<file path="config.mk">
export PLATFORM = sky130hd
export DESIGN_NAME = itr_ctrl
export DESIGN_NICKNAME = d
export VERILOG_FILES = /design/src/rtl/itr_ctrl.sv
export SDC_FILE = /design/constraint.sdc
export NUM_CORES = 1
export LEC_CHECK = 0
export CAP_MARGIN = 10
export CORE_MARGIN = 5
export CORE_UTILIZATION = 30
export CTS_CLUSTER_DIAMETER = 80
export DETAILED_ROUTE_END_ITERATION = 10
export HOLD_SLACK_MARGIN = 0.12
export MAX_ROUTING_LAYER = met4
export PLACE_DENSITY = 0.8
export SLEW_MARGIN = 30
export SYNTH_ARGS = -nofsm -noshare
export SYNTH_HDL_FRONTEND = slang
export SYNTH_SLANG_ARGS = --single-unit
</file>
<file path="constraint.sdc">
create_clock -name clk -period 1.2 [get_ports clk]
set_input_delay 0.18 -clock clk [delete_from_list [all_inputs] [get_ports clk]]
set_output_delay 0.18 -clock clk [all_outputs]
set_load 0.1 [all_outputs]
</file>
<file path="src/rtl/itr_ctrl.sv">
// Interrupt sequencer for the core's single itr input, IO-bus mapped.
// Define ITR_CTRL_EDGE_EN for edge-latched sources; default is level mode.
module itr_ctrl #(
    parameter int NSRC      = 4,
    parameter int NUBITS    = 32,
    parameter int NADDR     = 3,
    parameter int MASK_ADDR = 0,
    parameter int ACK_ADDR  = 1,
    parameter int VEC_ADDR  = 0,
    parameter int STAT_ADDR = 1
) (
    input  logic              clk,
    input  logic              rst,
    input  logic [NSRC-1:0]   src,
    input  logic              out_en,
    input  logic [NADDR-1:0]  addr_out,
    input  logic [NUBITS-1:0] data_out,
    input  logic              req_in,
    input  logic [NADDR-1:0]  addr_in,
    output logic [NUBITS-1:0] io_data,
    output logic              io_sel,
    output logic              itr
);

    localparam int VW = (NSRC > 1) ? $clog2(NSRC) : 1;

    typedef enum logic [1:0] {
        IDLE,
        FIRE,
        SERVICE
    } state_t;

    state_t          state_q, state_d;
    logic [VW-1:0]   vec_q, vec_d;
    logic [NSRC-1:0] mask_q, mask_d;
    logic [NSRC-1:0] src_m_q, src_s_q;
    logic [NSRC-1:0] pending, active;
    logic [7:0]      lost;
    logic            wr_mask, wr_ack;
    logic            unused_bits;

    assign wr_mask     = out_en && (addr_out == NADDR'(MASK_ADDR));
    assign wr_ack      = out_en && (addr_out == NADDR'(ACK_ADDR));
    assign unused_bits = ^data_out[NUBITS-1:NSRC];

    always_comb begin
        mask_d = mask_q;
        if (wr_mask) begin
            mask_d = data_out[NSRC-1:0];
        end
    end

    always_comb begin
        state_d = state_q;
        vec_d   = vec_q;
        itr     = 1'b0;
        active  = pending & mask_q;
        unique case (state_q)
            IDLE: begin
                if (|active) begin
                    state_d = FIRE;
                    // Scan downward so the lowest index wins
                    for (int i = NSRC - 1; i >= 0; i--) begin
                        if (active[i]) begin
                            vec_d = VW'(i);
                        end
                    end
                end
            end
            FIRE: begin
                itr     = 1'b1;
                state_d = SERVICE;
            end
            SERVICE: begin
                if (wr_ack) begin
                    state_d = IDLE;
                end
            end
            default: state_d = IDLE;
        endcase
    end

    always_ff @(posedge clk) begin
        if (rst) begin
            state_q <= IDLE;
            vec_q   <= '0;
            mask_q  <= '0;
            src_m_q <= '0;
            src_s_q <= '0;
        end else begin
            state_q <= state_d;
            vec_q   <= vec_d;
            mask_q  <= mask_d;
            src_m_q <= src;
            src_s_q <= src_m_q;
        end
    end

`ifdef ITR_CTRL_EDGE_EN
    logic [NSRC-1:0] src_d_q;
    logic [NSRC-1:0] pending_q, pending_d;
    logic [NSRC-1:0] rise, hit, ack_clr;
    logic [7:0]      lost_q, lost_d;
    logic [3:0]      n_hit;
    logic [8:0]      lost_sum;
    logic            wr_stat;

    assign wr_stat = out_en && (addr_out == NADDR'(STAT_ADDR));

    always_comb begin
        ack_clr = '0;
        if (state_q == SERVICE && wr_ack) begin
            ack_clr = NSRC'(1) << vec_q;
        end
        rise      = src_s_q & ~src_d_q;
        // A fresh edge on the bit being acknowledged is a new request
        hit       = rise & pending_q & ~ack_clr;
        pending_d = (pending_q & ~ack_clr) | rise;
        n_hit     = '0;
        for (int i = 0; i < NSRC; i++) begin
            n_hit = n_hit + 4'(hit[i]);
        end
        lost_sum = {1'b0, lost_q} + 9'(n_hit);
        lost_d   = lost_sum[8] ? 8'hff : lost_sum[7:0];
        if (wr_stat) begin
            lost_d = '0;
        end
    end

    always_ff @(posedge clk) begin
        if (rst) begin
            src_d_q   <= '0;
            pending_q <= '0;
            lost_q    <= '0;
        end else begin
            src_d_q   <= src_s_q;
            pending_q <= pending_d;
            lost_q    <= lost_d;
        end
    end

    assign pending = pending_q;
    assign lost    = lost_q;
`else
    assign pending = src_s_q;
    assign lost    = '0;
`endif

    always_comb begin
        io_data = '0;
        io_sel  = 1'b0;
        if (req_in) begin
            if (addr_in == NADDR'(VEC_ADDR)) begin
                io_sel  = 1'b1;
                io_data = NUBITS'(vec_q);
            end else if (addr_in == NADDR'(STAT_ADDR)) begin
                io_sel                   = 1'b1;
                io_data[NSRC-1:0]        = pending;
                io_data[NSRC]            = (state_q == SERVICE);
                io_data[NSRC+8:NSRC+1]   = lost;
            end
        end
    end

endmodule

</file>
==> results of run 1 <==
-- cell families after synthesis --
family / after synthesis
AOI/OAI and AO/OA: 7
other: 1
DFF: 16
muxes: 7
buffers and inverters: 32
and+or+nand+nor: 28
-- registers in the layout, summed over array words and instances (netlist names) --
signal   cells
vec_q        2
state_q      2
mask_q       4
src_m_q      4
pending      4
-- power groups by stage --
stage	combinational [mW]	clock [mW]	sequential, mW
floorplan	0.497	0	0.565
global placement	0.518	0	0.567
detailed placement	0.522	0	0.568
CTS	0.522	0.359	0.554
global route	0.541	0.383	0.556
finish	0.527	0.344	0.555
-- layout make-up --
class	instances	area, um^2	area share (%)
multi-input cells	69	464	36.2
repair buffers	34	383	29.9
flip-flops and latches	16	325	25.4
well taps	31	38.8	3.03
clock buffers	4	36.3	2.83
inverters	4	33.8	2.64
-- worst min-delay path by stage --
stage	cells past startpoint	slack, ns	end	from
2_1_floorplan	1	0.25	pending[2]	rst
3_3_place_gp	1	0.42	pending[2]	src_m_q[2]
3_5_place_dp	1	0.42	pending[2]	src_m_q[2]
4_1_cts	3	0.42	state_q[1]	addr_out[0]
5_1_grt	4	0.41	state_q[1]	addr_out[2]
6_report	4	0.40	state_q[1]	addr_out[2]
-- what timing repair did --
item | CTS | global route
endpoints found under the setup margin | 9 | 9
gates resized for setup | 26 | 4
pin swaps | 4 | 0
setup buffers | 2 | 2
-- critical path: cells and delay by family --
| family | cells | cell delay [ns] |
|---|---|---|
| simple gates | 3 | 0.63 |
| buf+inv | 3 | 0.37 |
-- cell usage after synthesis, drive strengths merged --
library cell  number
buf               27
conb               1
a21oi              1
and2               1
and3               2
a211oi             2
a22oi              1
dfxtp             16
or3                1
nand2b             1
nor4b              1
nand2              4
nor3               1
clkbuf             1
nor2               8
inv                4
or3b               1
mux2i              7
nor2b              8
a311o              2
a221o              1
-- layer usage --
metal,vias to the layer above,share of wire (%),wire length [um]
met4,0,2.0,34
met2,42,49,822
li1,318,-,-
met3,2,13,227
met5,-,0,0
met1,304,36,608
==> results_tabular.tex, run 1 <==
\begin{tabular}{lr}
\hline
Metric & Value \\
\hline
\multicolumn{2}{l}{\textbf{Synth}} \\
Number of different library cells in the post-synthesis netlist & 23 \\
Post-synthesis xor/xnor area fraction & 0\% \\
Average size of a mapped cell & 9.31 um\^{}2 \\
Portion of synthesized cell area occupied by the leading cell type & 37.8\% \\
Synthesis warning total & 0 \\
Instance count of the mapped netlist & between 90 and 100 \\
Dominant combinational cell family by area after synthesis & buffers and inverters \\
Fraction of the mapped netlist area in simple logic gates & 20.5\% \\
Largest area contributor in the synthesized netlist & sky130\_fd\_sc\_hd\_\_dfxtp\_1 \\
Compound-cell area share of the yosys netlist & 6.79\% \\
Share of cell area taken by muxes after synthesis & 8.27\% \\
Adder-cell share of the synthesized area & 0\% \\
Combined area of all synthesized cells & about 850 um\^{}2 \\
Ranking of synthesized cells by area & sky130\_fd\_sc\_hd\_\_dfxtp\_1, sky130\_fd\_sc\_hd\_\_buf\_4, sky130\_fd\_sc\_hd\_\_mux2i\_1 \\
Register area share after synthesis & 37.8\% \\
Number of synthesized register bits & 16 \\
\multicolumn{2}{l}{\textbf{Floorplanning}} \\
Die footprint & 3990 um\^{}2 \\
Initial Utilization & 31.0\% \\
Die X & 63.1 um \\
Floorplan core area & 2730 um\^{}2 \\
I/O Pins & 80 \\
Vertical extent of the die & between 60 and 70 um \\
Std-Cell Rows & 19 \\
\multicolumn{2}{l}{\textbf{Pwr}} \\
Static power due to leakage & 0.542 nW \\
Share of power burned in registers & 38.9\% \\
Peak supply drop & 0.000791 V \\
Pwr Total & 1.43 mW \\
Clock group share of total power & between 20\% and 30\% \\
Net Switching & 605 uW \\
Switching portion of total power & 42.4\% \\
Internal power summed over all cells & 822 uW \\
Part of the power in combinational logic & 37.0\% \\
Ratio of total power to cell area & 1110 nW/um\^{}2 \\
\multicolumn{2}{l}{\textbf{Cells and area}} \\
Filler cell count in the final layout & about 250 \\
Most common cell after layout, fill and taps aside & sky130\_fd\_sc\_hd\_\_conb\_1 \\
Antenna diode count & 0 \\
Layout Area Growth over Synthesis & 51.3\% \\
Final Non-Filler Cells & roughly 160 \\
Final standard cell utilization of the core & 46.9\% \\
Net count, final & 174 \\
Share of post-route cells with drive strength above 1 & roughly 35\% \\
Design area & between 1000 and 1500 um\^{}2 \\
Commonest non-fill, non-tap cells in the layout & sky130\_fd\_sc\_hd\_\_conb\_1, sky130\_fd\_sc\_hd\_\_dfxtp\_1, sky130\_fd\_sc\_hd\_\_clkdlybuf4s50\_1 \\
\multicolumn{2}{l}{\textbf{Status}} \\
Violated checks & negative setup slack \\
Result of the run & finished with violations \\
\multicolumn{2}{l}{\textbf{STA}} \\
FMAX & 733 MHz \\
Clock Skews & 0.00408 ns \\
Final number of hold-violating endpoints & 0 \\
Setup repair after global routing missed its margin & true \\
Count of endpoints failing setup in the final report & 7 \\
Final count of pins violating max slew & 0 \\
Min Hold Slack & 0.401 ns \\
Setup\_tns & -0.839 ns \\
Final critical-path setup slack & -0.164 ns \\
Time the worst path needs with I/O delays and setup & 1.36 ns \\
Share of the clock period used by the worst path & 114\% \\
\multicolumn{2}{l}{\textbf{Clock network}} \\
Clock Latency Late Sink & 0.28 ns \\
Cell at the root of the clock tree & sky130\_fd\_sc\_hd\_\_clkbuf\_4 \\
Clock transition at path regs & 0.09 ns \\
TritonCTS Sinks & 16 \\
TritonCTS clock tree & built \\
Clock buffer depth & 2 \\
H-tree depth & 1 \\
TritonCTS buffer count & 3 \\
Hold-fix buffer count after cts & 0 \\
\multicolumn{2}{l}{\textbf{Worst hold path}} \\
Worst Hold Class & in -> reg \\
\multicolumn{2}{l}{\textbf{Critical path}} \\
R2r startpoint & state\_q[1] \\
Count of cells along the worst register-to-register path & 3 \\
Worst EP arrival & 1.18 ns \\
Worst R2R End & vec\_q[1] \\
Max Fanout on Critical Path & 4 \\
Crit path largest cell delay & 0.44 ns \\
Required time reported for the critical path endpoint & between 1 and 1.5 ns \\
Worst setup path startpoint & addr\_in[1] \\
Ordered cell list for the critical path & buf\_6, or3b\_4, inv\_12, nand2\_4, nor3\_4, buf\_12 \\
Critical path endpoint category & output pin \\
Element type at the critical path start & input pin \\
Worst setup path category & in -> out \\
Endpoint of the worst setup timing path & io\_data[4] \\
Slowest CP cell & sky130\_fd\_sc\_hd\_\_or3b\_4 \\
R2r setup slk & 0.06 ns \\
\multicolumn{2}{l}{\textbf{Global routing}} \\
Met3 usage in global routing & about 3.4\% \\
Global-route wire length before repair & 2590 um \\
Largest net degree at the start of global routing & 13 \\
Number of global-route vias before repair & 620 \\
Aggregate global-route resource usage & 8.38\% \\
Busiest layer in global routing & met2 \\
Antenna violations before repair & 0 \\
Sum of overflow across all layers after global routing & 0 \\
GRT met1 Usage & 8.62\% \\
Met2 track demand over resource & 14.0\% \\
\multicolumn{2}{l}{\textbf{Place}} \\
Post-detailed-placement half-perimeter wirelength & 1380 um \\
I/O Buffers & 24 \\
Placed instance area & 1180 um\^{}2 \\
Number of placed cells counting well taps & 150 \\
Post-placement setup slack & -0.572 ns \\
RD Place Congestion & between 0.7 and 0.8 \\
\multicolumn{2}{l}{\textbf{Route}} \\
Violation count after the first detailed-route iteration & 7 \\
Residual DRC & 0 \\
Post-detailed-route count of antenna-violating nets & 0 \\
Vias & 666 \\
Post-Route WL & about 1700 um \\
Average wire per cell in the routed design & 10.7 um \\
Detailed-route vias per instance & 4.22 \\
Detailed-router iteration count before antenna repair & 3 \\
\multicolumn{2}{l}{\textbf{Flow run}} \\
Number of violations of the max-capacitance limit & 0 \\
\hline
\end{tabular}
(Power assumes the default switching activity.)
==> run 2: changes to the inputs <==
clock period = 1.4 ns   (was 1.2 ns; I/O delays follow)
==> run 2 against run 1 <==
Effect of this change: global-route usage fell by 0.063 points; via count fell by 4.5%; die area did not move; final area fell by 4.5%; worst hold slack improved by 0.054 ns; clock power fell by 14%; sequential power fell by 14%; setup slack improved by 0.15 ns; clock skew rose by 0.0012 ns; the flow still finishes with violations (negative setup slack); critical path depth fell by 1; clock-buffer cell count did not move; wire length fell by 3.9%.
==> results_tabular.tex, run 2 (synthesis gave the netlist of run 1 again) <==
\begin{tabular}{lr}
\hline
Metric & Value \\
\hline
\multicolumn{2}{l}{\textbf{Status}} \\
Result of the run & finished with violations \\
Violated checks & negative setup slack \\
\multicolumn{2}{l}{\textbf{Pwr}} \\
Internal power summed over all cells & 705 uW \\
Ratio of total power to cell area & 999 nW/um\^{}2 \\
Net Switching & 518 uW \\
Peak supply drop & around 0.00063 V \\
Share of power burned in registers & 39.0\% \\
Switching portion of total power & 42.3\% \\
Static power due to leakage & 0.519 nW \\
Clock group share of total power & about 24\% \\
Part of the power in combinational logic & 36.7\% \\
Pwr Total & 1.22 mW \\
\multicolumn{2}{l}{\textbf{Global routing}} \\
Busiest layer in global routing & met2 \\
Met3 usage in global routing & 3.37\% \\
Met2 track demand over resource & roughly 14\% \\
Aggregate global-route resource usage & 8.32\% \\
GRT met1 Usage & 8.87\% \\
Global-route wire length before repair & around 2600 um \\
Antenna violations before repair & 0 \\
Number of global-route vias before repair & 624 \\
Largest net degree at the start of global routing & 10 \\
Sum of overflow across all layers after global routing & 0 \\
\multicolumn{2}{l}{\textbf{Critical path}} \\
Worst EP arrival & 1.21 ns \\
Worst setup path category & in -> out \\
Element type at the critical path start & input pin \\
Max Fanout on Critical Path & 4 \\
Critical path endpoint category & output pin \\
Required time reported for the critical path endpoint & 1.19 ns \\
\multicolumn{2}{l}{\textbf{Floorplanning}} \\
Die footprint & 3990 um\^{}2 \\
Initial Utilization & 31.0\% \\
Vertical extent of the die & about 63 um \\
Std-Cell Rows & 19 \\
Floorplan core area & 2730 um\^{}2 \\
I/O Pins & 80 \\
Die X & about 63 um \\
\multicolumn{2}{l}{\textbf{Cells and area}} \\
Commonest non-fill, non-tap cells in the layout & sky130\_fd\_sc\_hd\_\_conb\_1, sky130\_fd\_sc\_hd\_\_dfxtp\_1, sky130\_fd\_sc\_hd\_\_clkdlybuf4s50\_1 \\
Final standard cell utilization of the core & between 40\% and 50\% \\
Net count, final & 170 \\
Sequential cell area & 323 um\^{}2 \\
Share of post-route cells with drive strength above 1 & 30.1\% \\
Layout Area Growth over Synthesis & 44.5\% \\
Filler cell count in the final layout & 254 \\
Area of the multi-input gates & 449 um\^{}2 \\
Antenna diode count & 0 \\
Design area & 1220 um\^{}2 \\
Most common cell after layout, fill and taps aside & sky130\_fd\_sc\_hd\_\_conb\_1 \\
\multicolumn{2}{l}{\textbf{STA}} \\
Time the worst path needs with I/O delays and setup & 1.42 ns \\
Final number of hold-violating endpoints & 0 \\
Count of endpoints failing setup in the final report & 3 \\
Setup repair after global routing missed its margin & true \\
Share of the clock period used by the worst path & 101\% \\
Final count of pins violating max slew & 0 \\
Final critical-path setup slack & -0.0171 ns \\
FMAX & 706 MHz \\
Min Hold Slack & 0.455 ns \\
Clock Skews & 0.00525 ns \\
\multicolumn{2}{l}{\textbf{Clock network}} \\
H-tree depth & 1 \\
Post-CTS setup buffer count & 0 \\
Clock transition at path regs & 0.08 ns \\
TritonCTS Sinks & 16 \\
Clock buffer depth & 2 \\
Cell at the root of the clock tree & sky130\_fd\_sc\_hd\_\_clkbuf\_4 \\
TritonCTS buffer count & 3 \\
Clock Latency Late Sink & 0.28 ns \\
TritonCTS clock tree & built \\
\multicolumn{2}{l}{\textbf{Route}} \\
Detailed-router iteration count before antenna repair & 2 \\
Violation count after the first detailed-route iteration & 2 \\
Residual DRC & 0 \\
Detailed-route vias per instance & 4.13 \\
Vias & 636 \\
Post-Route WL & around 1600 um \\
Average wire per cell in the routed design & 10.6 um \\
Post-detailed-route count of antenna-violating nets & 0 \\
\multicolumn{2}{l}{\textbf{Place}} \\
Placed instance area & 1170 um\^{}2 \\
RD Place Congestion & 0.699 \\
Post-detailed-placement half-perimeter wirelength & between 1000 and 1500 um \\
Post-placement setup slack & -0.435 ns \\
I/O Buffers & 24 \\
\multicolumn{2}{l}{\textbf{Flow run}} \\
Number of violations of the max-capacitance limit & 0 \\
\multicolumn{2}{l}{\textbf{Worst hold path}} \\
Worst Hold Class & reg -> reg \\
\hline
\end{tabular}
run 2: changes by cell type in the layout (fill, tap and decap cells not counted), moves of 2 or more:
cell                              before  now
sky130_fd_sc_hd__buf_4                 8    5
sky130_fd_sc_hd__clkdlybuf4s50_1      10   13
sky130_fd_sc_hd__dlygate4sd2_1         3    1
sky130_fd_sc_hd__inv_1                 1    3
run 2: path summary, 6_finish.rpt:
kind / from / endpoint / slack (ns) / cells past startpoint
min: src_m_q[0] / pending[0] / 0.45 / 1
max: addr_in[1] / io_data[2] / -0.02 / 5
min reg2reg: src_m_q[0] / pending[0] / 0.45 / 1
max reg2reg: pending[2] / vec_q[0] / 0.29 / 3
run 2: what timing repair did:
item                                    CTS  global route
hold buffers                              0             0
resized for setup                        16             2
pin swaps                                 4             0
endpoints found under the setup margin    6             6
run 2: worst max-delay path: stages:
cell and delay, ns:
sky130_fd_sc_hd__buf_6 0.09, sky130_fd_sc_hd__or3b_4 0.44, sky130_fd_sc_hd__inv_12 0.08, sky130_fd_sc_hd__and3_2 0.21
sky130_fd_sc_hd__buf_12 0.18
run 2: cell type report:
cell class              count  share of cell area [%]
multi-input cells          69                    36.7
repair buffers             30                    28.5
flip-flops and latches     16                    26.4
well taps                  31                    3.17
clock buffers               4                    2.97
inverters                   4                    2.25
run 2: per-stage QoR:
step | setup TNS, ns | cells
2_1_floorplan | -1.37 | 117
3_3_place_gp | -2.56 | 150
3_5_place_dp | -2.65 | 150
4_1_cts | -0.0643 | 154
5_1_grt | -0.168 | 154
6_report | -0.0439 | 154
run 2: power by group through the flow:
stage	clock network, mW	registers (mW)	logic [mW]
floorplan	0	0.484	0.425
global placement	0	0.486	0.444
detailed placement	0	0.487	0.447
CTS	0.301	0.477	0.448
global route	0.334	0.479	0.460
finish	0.297	0.477	0.449
run 2: metal layers:
layer  vias to the layer above  routed length, um
met2                        39                794
li1                        311                  -
met4                         0                 11
met5                         -                  0
met1                       284                600
met3                         2                220
==> run 3: changes to the inputs <==
CORE_UTILIZATION = 31   (was 30)
CTS_BUF_LIST = sky130_fd_sc_hd__clkbuf_4 sky130_fd_sc_hd__clkbuf_8   (was unset)
PLACE_DENSITY = 0.82   (was 0.8)
==> run 3 against run 2 <==
Effect of this change: setup slack improved by 0.00086 ns; power decreased by 0.53%; the run still ends with negative setup slack left; clock power decreased by 1%; worst hold slack got worse by 0.015 ns; wire length decreased by 3.6%; via count increased by 0.31%; largest cell class unchanged; die area decreased by 2.7%; final cell count decreased by 0.65%; critical path depth increased by 1.
==> results_tabular.tex, run 3 (synthesis gave the netlist of run 1 again) <==
\begin{tabular}{lr}
\hline
Metric & Value \\
\hline
\multicolumn{2}{l}{\textbf{Global routing}} \\
Antenna violations before repair & 0 \\
Largest net degree at the start of global routing & 13 \\
Aggregate global-route resource usage & between 7 and 8\% \\
Sum of overflow across all layers after global routing & 0 \\
Global-route wire length before repair & 2420 um \\
Number of global-route vias before repair & 600 \\
\multicolumn{2}{l}{\textbf{Floorplanning}} \\
Vertical extent of the die & 62.3 um \\
Die footprint & 3880 um\^{}2 \\
Die X & 62.3 um \\
Floorplan core area & 2690 um\^{}2 \\
Std-Cell Rows & 19 \\
I/O Pins & 80 \\
Initial Utilization & 31.5\% \\
\multicolumn{2}{l}{\textbf{Place}} \\
Post-detailed-placement half-perimeter wirelength & 1320 um \\
I/O Buffers & 24 \\
RD Place Congestion & 0.789 \\
Number of placed cells counting well taps & 149 \\
\multicolumn{2}{l}{\textbf{Critical path}} \\
Stages on the worst setup path & 6 \\
Ordered cell list for the critical path & buf\_6, or3b\_4, inv\_12, nand2\_4, nor3\_4, buf\_12 \\
R2r startpoint & mask\_q[2] \\
Critical path endpoint category & output pin \\
Worst setup path category & in -> out \\
Crit path largest cell delay & between 0.4 and 0.5 ns \\
Worst EP arrival & 1.21 ns \\
Worst R2R End & vec\_q[0] \\
R2r setup slk & 0.30 ns \\
Slowest CP cell & sky130\_fd\_sc\_hd\_\_or3b\_4 \\
Required time reported for the critical path endpoint & 1.19 ns \\
Worst path buffer plus inverter count & 3 \\
Count of cells along the worst register-to-register path & 3 \\
Family of cells with the greatest summed delay on the critical path & simple AND/OR/NAND/NOR gates \\
Element type at the critical path start & input pin \\
Max Fanout on Critical Path & 4 \\
Worst setup path startpoint & addr\_in[1] \\
Endpoint of the worst setup timing path & io\_data[4] \\
\multicolumn{2}{l}{\textbf{Cells and area}} \\
Commonest non-fill, non-tap cells in the layout & sky130\_fd\_sc\_hd\_\_conb\_1, sky130\_fd\_sc\_hd\_\_dfxtp\_1, sky130\_fd\_sc\_hd\_\_clkdlybuf4s50\_1 \\
Final Non-Filler Cells & roughly 150 \\
Net count, final & 169 \\
Most common cell after layout, fill and taps aside & sky130\_fd\_sc\_hd\_\_conb\_1 \\
Share of post-route cells with drive strength above 1 & 29.5\% \\
Layout Area Growth over Synthesis & 43.7\% \\
Antenna diode count & 0 \\
\multicolumn{2}{l}{\textbf{STA}} \\
Count of endpoints failing setup in the final report & 3 \\
Clock Skews & 0.00544 ns \\
Min Hold Slack & 0.440 ns \\
Setup repair after global routing missed its margin & true \\
Setup\_tns & -0.0363 ns \\
FMAX & 706 MHz \\
Final number of hold-violating endpoints & 0 \\
Time the worst path needs with I/O delays and setup & 1.42 ns \\
Final critical-path setup slack & -0.0162 ns \\
Share of the clock period used by the worst path & 101\% \\
Final count of pins violating max slew & 0 \\
\multicolumn{2}{l}{\textbf{Clock network}} \\
Clock buffer depth & 2 \\
TritonCTS clock tree & built \\
H-tree depth & 1 \\
Post-CTS setup buffer count & 0 \\
Clock transition at path regs & 0.08 ns \\
TritonCTS buffer count & 3 \\
Clock Latency Late Sink & between 0.2 and 0.3 ns \\
TritonCTS Sinks & 16 \\
Cell at the root of the clock tree & sky130\_fd\_sc\_hd\_\_clkbuf\_4 \\
\multicolumn{2}{l}{\textbf{Status}} \\
Violated checks & negative setup slack \\
Result of the run & finished with violations \\
\multicolumn{2}{l}{\textbf{Route}} \\
Violation count after the first detailed-route iteration & 9 \\
Length of routed wiring on met1 & roughly 570 um \\
Average wire per cell in the routed design & between 10 and 15 um \\
Detailed-route vias per instance & 4.17 \\
Detailed-router iteration count before antenna repair & 4 \\
Post-Route WL & roughly 1600 um \\
Vias & 638 \\
Uppermost metal layer occupied by signal nets & met3 \\
Post-detailed-route count of antenna-violating nets & 0 \\
Sum of met2 wire segment lengths after detailed routing & 774 um \\
Residual DRC & 0 \\
Sum of met3 wire segment lengths after detailed routing & about 220 um \\
\multicolumn{2}{l}{\textbf{Flow run}} \\
Number of violations of the max-capacitance limit & 0 \\
\multicolumn{2}{l}{\textbf{Pwr}} \\
Ratio of total power to cell area & 999 nW/um\^{}2 \\
Static power due to leakage & 0.513 nW \\
Peak supply drop & 0.000653 V \\
\multicolumn{2}{l}{\textbf{Worst hold path}} \\
Worst Hold Class & reg -> reg \\
\hline
\end{tabular}
## run 3: worst register-to-register path, stage by stage (launching register included)
cell,delay [ns]
sky130_fd_sc_hd__dfxtp_1,0.37
sky130_fd_sc_hd__a22oi_1,0.12
sky130_fd_sc_hd__a311o_1,0.39
sky130_fd_sc_hd__mux2i_1,0.12
## run 3: stage by stage
stage	power, mW	instance area (um^2)	utilization [%]	setup WS, ns
2_1_floorplan	0.910	986	-	-0.484
3_3_place_gp	0.927	1170	43.4	-0.425
3_5_place_dp	0.931	1170	43.4	-0.430
4_1_cts	1.23	1210	45.2	-0.0285
5_1_grt	1.27	1220	45.3	-0.0838
6_report	1.22	1220	45.3	-0.0162
## run 3: what timing repair did
item	CTS	global route
hold buffers	0	0
pin swaps	4	0
setup endpoints to repair	6	6
gates resized for setup	16	3
endpoints found under the hold margin	0	0
## run 3: power by group
group | total [mW] | switching (mW) | internal [mW]
combinational | 0.446 | 0.371 | 0.0759
clock | 0.293 | 0.135 | 0.158
sequential | 0.477 | 0.00748 | 0.469
## run 3: how the worst min path moves through the flow
stage                from         end  cells past startpoint
2_1_floorplan         rst  pending[2]                      1
3_3_place_gp   src_m_q[2]  pending[2]                      1
3_5_place_dp   src_m_q[1]  pending[1]                      1
4_1_cts        src_m_q[1]  pending[1]                      1
5_1_grt            src[3]  src_m_q[3]                      2
6_report       src_m_q[1]  pending[1]                      1
## run 3: cell type report
type,count,area [um^2]
fillers,243,1470
clock buffers,4,36.3
repair buffers,29,343
inverters,4,27.5
multi-input cells,69,449
flip-flops and latches,16,323
well taps,31,38.8
## run 3: metal layers
layer	global-route usage [%]	vias to the layer above
li1	-	307
met1	7.70	291
met2	13.3	40
met3	4.86	0
met4	1.06	0
met5	-	-
